File: config.mk
export PLATFORM = sky130hd
export DESIGN_NAME = call_stack_ctrl
export DESIGN_NICKNAME = d
export VERILOG_FILES = /design/src/rtl/call_stack_ctrl.sv
export SDC_FILE = /design/constraint.sdc
export NUM_CORES = 1
export LEC_CHECK = 0
export CORE_MARGIN = 5
export CORE_UTILIZATION = 39
export DETAILED_ROUTE_END_ITERATION = 10
export PLACE_DENSITY = 0.76
export SETUP_SLACK_MARGIN = 0.4
export SLEW_MARGIN = 10
export SYNTH_ARGS = -nofsm -noshare
export SYNTH_HDL_FRONTEND = slang
export SYNTH_SLANG_ARGS = --single-unit
File: constraint.sdc
create_clock -name clk -period 1.8 [get_ports clk]
set_input_delay 0.36 -clock clk [delete_from_list [all_inputs] [get_ports clk]]
set_output_delay 0.36 -clock clk [all_outputs]
set_load 0.01 [all_outputs]
File: src/rtl/call_stack_ctrl.sv
`default_nettype none
// ============================================================================
// Module   : call_stack_ctrl
// Purpose  : Sequencer between the instruction decoder and an external
//            return-address stack. It turns decoded call/return requests
//            into single-cycle push/pop strobes, forms the link address,
//            stalls fetch while a popped return address is in flight, and
//            tracks stack occupancy with sticky overflow/underflow flags.
// Ports    : clk        - rising-edge clock shared with the stack
//            rst        - synchronous active-high reset
//            call_req   - decoder: current instruction is a call
//            ret_req    - decoder: current instruction is a return
//            call_pc    - PC of the calling instruction
//            pop_data   - data output of the stack
//            push_sig   - push strobe to the stack (registered)
//            pop_sig    - pop strobe to the stack (registered)
//            push_data  - link address to the stack (registered)
//            stall      - hold PC and decoder (combinational)
//            ret_valid  - one-cycle pulse, ret_addr is valid
//            ret_addr   - return target for the next-PC mux (registered)
//            depth      - current occupancy
//            ovf_err    - sticky: call dropped because stack was full
//            unf_err    - sticky: return dropped because stack was empty
// Revision : 1.0 - initial release
// ============================================================================
module call_stack_ctrl #(
    parameter int ADDR_W = 12,
    parameter int DEPTH  = 8,
    parameter int CNT_W  = 4
) (
    input  logic              clk,
    input  logic              rst,
    input  logic              call_req,
    input  logic              ret_req,
    input  logic [ADDR_W-1:0] call_pc,
    input  logic [ADDR_W-1:0] pop_data,
    output logic              push_sig,
    output logic              pop_sig,
    output logic [ADDR_W-1:0] push_data,
    output logic              stall,
    output logic              ret_valid,
    output logic [ADDR_W-1:0] ret_addr,
    output logic [CNT_W-1:0]  depth,
    output logic              ovf_err,
    output logic              unf_err
);

    localparam logic [1:0]       c_ST_IDLE   = 2'd0;
    localparam logic [1:0]       c_ST_POP    = 2'd1;
    localparam logic [1:0]       c_ST_WAIT   = 2'd2;
    localparam logic [CNT_W-1:0] c_DEPTH_MAX = CNT_W'(DEPTH);

    logic [1:0]        r_state_q,     w_state_d;
    logic              r_push_q,      w_push_d;
    logic              r_pop_q,       w_pop_d;
    logic [ADDR_W-1:0] r_push_data_q, w_push_data_d;
    logic              r_ret_valid_q, w_ret_valid_d;
    logic [ADDR_W-1:0] r_ret_addr_q,  w_ret_addr_d;
    logic [CNT_W-1:0]  r_depth_q,     w_depth_d;
    logic              r_ovf_q,       w_ovf_d;
    logic              r_unf_q,       w_unf_d;
    logic              w_stall;
    logic              w_not_empty;
    logic              w_not_full;

    assign w_not_empty = (r_depth_q != '0);
    assign w_not_full  = (r_depth_q < c_DEPTH_MAX);

    always_ff @(posedge clk) begin
        if (rst) begin
            r_state_q     <= c_ST_IDLE;
            r_push_q      <= 1'b0;
            r_pop_q       <= 1'b0;
            r_push_data_q <= '0;
            r_ret_valid_q <= 1'b0;
            r_ret_addr_q  <= '0;
            r_depth_q     <= '0;
            r_ovf_q       <= 1'b0;
            r_unf_q       <= 1'b0;
        end else begin
            r_state_q     <= w_state_d;
            r_push_q      <= w_push_d;
            r_pop_q       <= w_pop_d;
            r_push_data_q <= w_push_data_d;
            r_ret_valid_q <= w_ret_valid_d;
            r_ret_addr_q  <= w_ret_addr_d;
            r_depth_q     <= w_depth_d;
            r_ovf_q       <= w_ovf_d;
            r_unf_q       <= w_unf_d;
        end
    end

    always_comb begin
        w_state_d     = r_state_q;
        w_push_d      = 1'b0;
        w_pop_d       = 1'b0;
        w_push_data_d = r_push_data_q;
        w_ret_valid_d = 1'b0;
        w_ret_addr_d  = r_ret_addr_q;
        w_depth_d     = r_depth_q;
        w_ovf_d       = r_ovf_q;
        w_unf_d       = r_unf_q;
        w_stall       = 1'b0;

        case (r_state_q)
            c_ST_IDLE: begin
                // While ret_valid is high the decoder still shows the
                // returning instruction, so its requests must not be
                // taken a second time.
                if (!r_ret_valid_q) begin
                    if (ret_req && w_not_empty) begin
                        // Return wins; a same-cycle call is discarded.
                        w_stall   = 1'b1;
                        w_state_d = c_ST_POP;
                        w_pop_d   = 1'b1;
                        w_depth_d = r_depth_q - CNT_W'(1);
                    end else begin
                        if (ret_req) begin
                            w_unf_d = 1'b1;
                        end
                        if (call_req) begin
                            if (w_not_full) begin
                                w_push_d      = 1'b1;
                                w_push_data_d = call_pc + ADDR_W'(1);
                                w_depth_d     = r_depth_q + CNT_W'(1);
                            end else begin
                                w_ovf_d = 1'b1;
                            end
                        end
                    end
                end
            end
            c_ST_POP: begin
                // Stack consumes pop_sig at the end of this cycle.
                w_stall   = 1'b1;
                w_state_d = c_ST_WAIT;
            end
            c_ST_WAIT: begin
                // Popped entry is now on pop_data.
                w_stall       = 1'b1;
                w_ret_addr_d  = pop_data;
                w_ret_valid_d = 1'b1;
                w_state_d     = c_ST_IDLE;
            end
            default: begin
                w_state_d = c_ST_IDLE;
            end
        endcase
    end

    assign push_sig  = r_push_q;
    assign pop_sig   = r_pop_q;
    assign push_data = r_push_data_q;
    assign stall     = w_stall;
    assign ret_valid = r_ret_valid_q;
    assign ret_addr  = r_ret_addr_q;
    assign depth     = r_depth_q;
    assign ovf_err   = r_ovf_q;
    assign unf_err   = r_unf_q;

endmodule
`default_nettype wire

==> impl_metrics.yaml, run 1 <==
synth:
  netlist-cell-type-count: 30
  synth_area_leaders: "dfxtp_1, mux2i_1, nor2_1"
  synth_edf_count: 0
  netlist_area_um2: 1640
  synth_top_cell_by_area: "dfxtp_1"
  synth_flop_cell: "dfxtp_1"
  async_flop_share: 0
  synth-seq-cells: 35
  synthCells: 165
  synth_nets: 203
  synth_seq_area_share: 0.427
  synth.cells.most_frequent: "dfxtp_1, nor2_1, mux2i_1"
  synth.top_cell.area_share: 0.427
  syn_avg_cell_area_um2: 9.96
  synthMostInstantiatedCell: "dfxtp_1"
  ys_warn_count: 0
finish:
  utilization: 0.697
  antenna_cells: 0
  final_cell_area_um2: 2810
  drive_above_1_share: 0.313
  area_delta_synth_final_pct: 70.8
  nets: 296
setup_path:
  start_kind: "flop"
  critical-path-top-delay-family: "compound AO/OA/AOI/OAI gates"
  critPathSlowestCell: "o41ai_4"
  endpoint_kind: "flop"
  path_cells: "o41ai_4 > inv_2 > buf_6 > ha_4 > a21o_1 > a21oi_2 > xnor2_1 > a21oi_1"
  regToRegSetupSlack_ns: 0.003
  crit_arrival_ns: 1.97
  critPathBufInv: 2
  slowest_delay_ns: 0.39
  cp_num_cells: 8
  required_ns: 1.97
  critical_path_class: "reg2reg"
  reg2reg_depth: 8
  cp_max_fo: 3
clocking:
  cts-htree-levels: 2
  clk_latency_ns: 0.28
  path_clk_slew_ns: 0.07
  clkSinkCount: 35
  ctsHoldBuffers: 0
  cts_root_buf: "clkbuf_8"
  cts_tree: "yes"
  clk_path_buf_depth: 2
  cts_buffers: 5
pwr:
  p_leak_nw: 1.22
  power_density_nw_per_um2: 1560
  worst_ir_drop_vdd_v: 0.000751
global_routing:
  grt_pass1_wl_um: 6740
  grt_max_degree: 36
  antenna_found_initial: 0
  grt-ovfl-total: 0
  grt_pass1_vias: 1519
  track_usage: 0.158
die:
  core_um2: 4030
  die_area_um2: 5610
  initial_core_util: 0.408
  die_y_um: 74.9
  die_w_um: 74.9
  num_rows: 23
  boundaryPins: 62
sta:
  hold_viol: 0
  setup_tns_ns: 0
  drv_slew: 0
  fin_crit_sh: 0.998
  setup_viol: 0
  slew_headroom: 0.778
  setup_ws_ns: 0.00316
  min_period_ns: 1.80
  finClkSkew_ns: 0.00517
  fmax_ghz: 0.557
  grt_setup_unrepaired: "yes"
  worst-slew-pin-transition_ns: 0.330
placed_design:
  place_ws_ns: -0.299
  place_congestion: 0.760
  dp_hpwl_um: 2950
  postPlaceCellArea_um2: 2530
  port_buffers: 61
route:
  drt-total-wl_um: 4350
  drtIter0Drc: 40
  ant_nets: 0
  dr_total_vias: 1497
  viasPerCell: 4.84
  drc: 0
  wl_per_cell_um: 14.1
  drtPass1Iterations: 4
hold_path:
  hold_path_class: "reg2reg"
  hold_depth: 2
job:
  drv_cap: 0
run_status:
  outcome: "complete, no violations"
## worst register-to-register path, delay by kind of cell (launching register included)
kind	cells	cell delay, ns
compound gates	4	0.77
fa+ha+maj	1	0.22
flops	1	0.34
buf+inv	2	0.22
xor+xnor	1	0.13
## path summary, 6_finish.rpt
kind,from,end
setup / recovery,depth[1],depth[3]
hold / removal,unf_err,unf_err
setup reg to reg,depth[1],depth[3]
hold reg to reg,unf_err,unf_err
## area by class of cell
| type | instances | area [um2] |
|---|---|---|
| well taps | 50 | 62.6 |
| multi-input cells | 116 | 1020 |
| fillers | 321 | 1220 |
| inverters | 6 | 22.5 |
| flip-flops and latches | 35 | 708 |
| repair buffers | 94 | 888 |
| clock buffers | 7 | 96.3 |
| clock inverters | 1 | 6.26 |
## kinds of logic (layout without fill, tap and decap cells)
kind of cell,after synthesis,count (layout),synth area share
XOR/XNOR,13,13,0.0693
flip-flops,35,35,0.427
multiplexers,17,17,0.104
buffers and inverters,14,108,0.0388
adder cells (fa/ha/maj),10,10,0.0807
AO/OA/AOI/OAI,21,21,0.125
AND/OR/NAND/NOR,55,55,0.156
## placed cells by master, fill, tap and decap left out, drive strengths merged, types with 4 or more instances in the layout
master         count
xnor2             10
a211oi            12
buf               34
nor2              34
clkbuf            10
mux2i             17
clkdlybuf4s50     26
nor2b              4
ha                 9
nand3              5
inv                7
dfxtp             35
dlygate4sd2       30
## routing by layer
metal	GRT usage	vias up	share of wire	routed length (um)
met5	0	-	0	0
met4	0.0652	0	0.014	61
met3	0.0601	7	0.069	302
met2	0.258	42	0.48	2090
met1	0.187	697	0.44	1900
li1	-	751	-	-
## state kept, by name, summed over array words and instances (netlist names)
name / count
push_data: 12
ret_addr: 12
depth: 4
r_state_q: 2
ovf_err: 1
pop_sig: 1
push_sig: 1
ret_valid: 1
unf_err: 1
## stage by stage
step	hold slack, ns	std cells	total power, mW
finish	0.466	309	4.38
global route	0.527	309	4.71
CTS	0.471	306	4.07
detailed placement	0.464	296	3.33
global placement	0.450	296	3.30
floorplan	0.452	165	2.33
## power by group
| group | switching [mW] | internal, mW |
|---|---|---|
| registers | 0.163 | 1.01 |
| clock network | 0.282 | 0.349 |
| logic | 1.18 | 1.39 |
| total | 1.62 | 2.75 |
## repair_timing
action | 4_1_cts | 5_1_grt
endpoints found under the setup margin | 54 | 24
resized for setup | 60 | 25
buffers inserted | 2 | 1
cloned | 0 | 2
pin swaps | 6 | 13
No activity file was read; power rests on OpenSTA's default activity.
==> run 2, diff against run 1 <==
--- a/config.mk
+++ b/config.mk
@@ -5,11 +5,13 @@
 export SDC_FILE = /design/constraint.sdc
 export NUM_CORES = 1
 export LEC_CHECK = 0
+export CORE_ASPECT_RATIO = 2
 export CORE_MARGIN = 5
 export CORE_UTILIZATION = 39
 export DETAILED_ROUTE_END_ITERATION = 10
 export PLACE_DENSITY = 0.76
 export SETUP_SLACK_MARGIN = 0.4
+export SKIP_CTS_REPAIR_TIMING = 1
 export SLEW_MARGIN = 10
 export SYNTH_ARGS = -nofsm -noshare
 export SYNTH_HDL_FRONTEND = slang
==> impl_metrics.yaml, run 2 (same netlist as run 1, synthesis figures left out) <==
run_status:
  outcome: "complete, no violations"
sta:
  hold_viol: 0
  setup_ws_ns: 0.00930
  finClkSkew_ns: 0.00568
  min_period_ns: 1.79
  setup_tns_ns: 0
  slew_headroom: 0.766
  grt_setup_unrepaired: "yes"
  fmax_ghz: 0.558
  fin_crit_sh: 0.995
  setup_viol: 0
  drv_slew: 0
  worst-slew-pin-transition_ns: 0.348
global_routing:
  grt_pass1_vias: 1511
  grt_max_degree: 27
  grt_pass1_wl_um: 7020
  track_usage: 0.159
  antenna_found_initial: 0
  grt-ovfl-total: 0
clocking:
  clkSinkCount: 35
  cts_buffers: 5
  path_clk_slew_ns: 0.07
  cts-htree-levels: 2
  clk_latency_ns: 0.28
  clk_path_buf_depth: 2
  cts_tree: "yes"
  cts_root_buf: "clkbuf_8"
route:
  dr_total_vias: 1524
  viasPerCell: 4.87
  ant_nets: 0
  drtIter0Drc: 24
  drc: 0
  drt-total-wl_um: 4770
  drtPass1Iterations: 4
  wl_per_cell_um: 15.3
setup_path:
  cp_max_fo: 3
  reg2reg_depth: 8
  crit_arrival_ns: 1.96
  required_ns: 1.97
  critical_path_class: "reg2reg"
  start_kind: "flop"
  endpoint_kind: "flop"
pwr:
  clkPwrFrac: 0.168
  p_leak_nw: 1.65
  p_switching_mw: 1.51
  swShare: 0.350
  p_comb_frac: 0.568
  power_density_nw_per_um2: 1500
  worst_ir_drop_vdd_v: 0.000955
  pwr-share-seq: 0.264
  p_int_mw: 2.81
placed_design:
  dp_hpwl_um: 3320
  place_ws_ns: -0.337
  port_buffers: 61
  place_congestion: 0.793
die:
  die_y_um: 102
  num_rows: 33
  boundaryPins: 62
  die_w_um: 55.9
  core_um2: 4090
  initial_core_util: 0.402
  die_area_um2: 5690
finish:
  drive_above_1_share: 0.272
  nets: 298
  area_delta_synth_final_pct: 75.1
  mostFrequentLayoutCell: "dlymetal6s2s_1"
  antenna_cells: 0
  final_cell_mix: "dlymetal6s2s_1, nor2_1, dfxtp_1"
job:
  drv_cap: 0
hold_path:
  hold_depth: 3
  hold_path_class: "in2reg"
## run 2: worst paths after layout
path,start,to,slack [ns]
worst min register to register,unf_err,unf_err,0.47
worst min-delay path,ret_req,unf_err,0.44
worst max-delay path,depth[3],depth[3],0.009
worst max register to register,depth[3],depth[3],0.009
## run 2: area by class of cell
class / instances / area, um2
Clock buffer: 6 / 82.6
Multi-Input combinational cell: 116 / 948
Clock inverter: 2 / 35.0
Inverter: 6 / 22.5
Tap cell: 52 / 65.1
Timing Repair Buffer: 96 / 1010
Sequential cell: 35 / 708
Fill cell: 293 / 1210
## run 2: through the flow
step | hold slack [ns] | total power [mW] | cells | area (um2) | util
3_3_place_gp | 0.457 | 3.29 | 300 | 2550 | 0.624
6_report | 0.441 | 4.32 | 313 | 2880 | 0.704
4_1_cts | 0.488 | 4.10 | 308 | 2670 | 0.653
3_5_place_dp | 0.464 | 3.35 | 300 | 2550 | 0.624
2_1_floorplan | 0.452 | 2.33 | 165 | 1670 | -
5_1_grt | 0.454 | 4.61 | 313 | 2880 | 0.704
## run 2: layer usage
layer,vias to the layer above,global-route usage,part of all wire
met5,-,0,0
li1,750,-,-
met2,47,0.310,0.58
met1,718,0.156,0.36
met4,0,0.0603,0.018
met3,9,0.0434,0.045
## run 2: power by group through the flow
stage | combinational [mW] | clock [mW] | sequential [mW]
5_1_grt | 2.66 | 0.782 | 1.17
2_1_floorplan | 1.05 | 0 | 1.28
6_report | 2.45 | 0.727 | 1.14
3_5_place_dp | 2.19 | 0 | 1.15
4_1_cts | 2.20 | 0.752 | 1.14
3_3_place_gp | 2.14 | 0 | 1.15
## run 2: worst max-delay path: stages, from the launching register on
cell and delay, ns:
dfxtp_4 0.35, o41ai_4 0.39, inv_2 0.08, buf_6 0.14, ha_4 0.22, a21o_1 0.16
a21oi_2 0.12, xnor2_1 0.12, a21oi_1 0.09
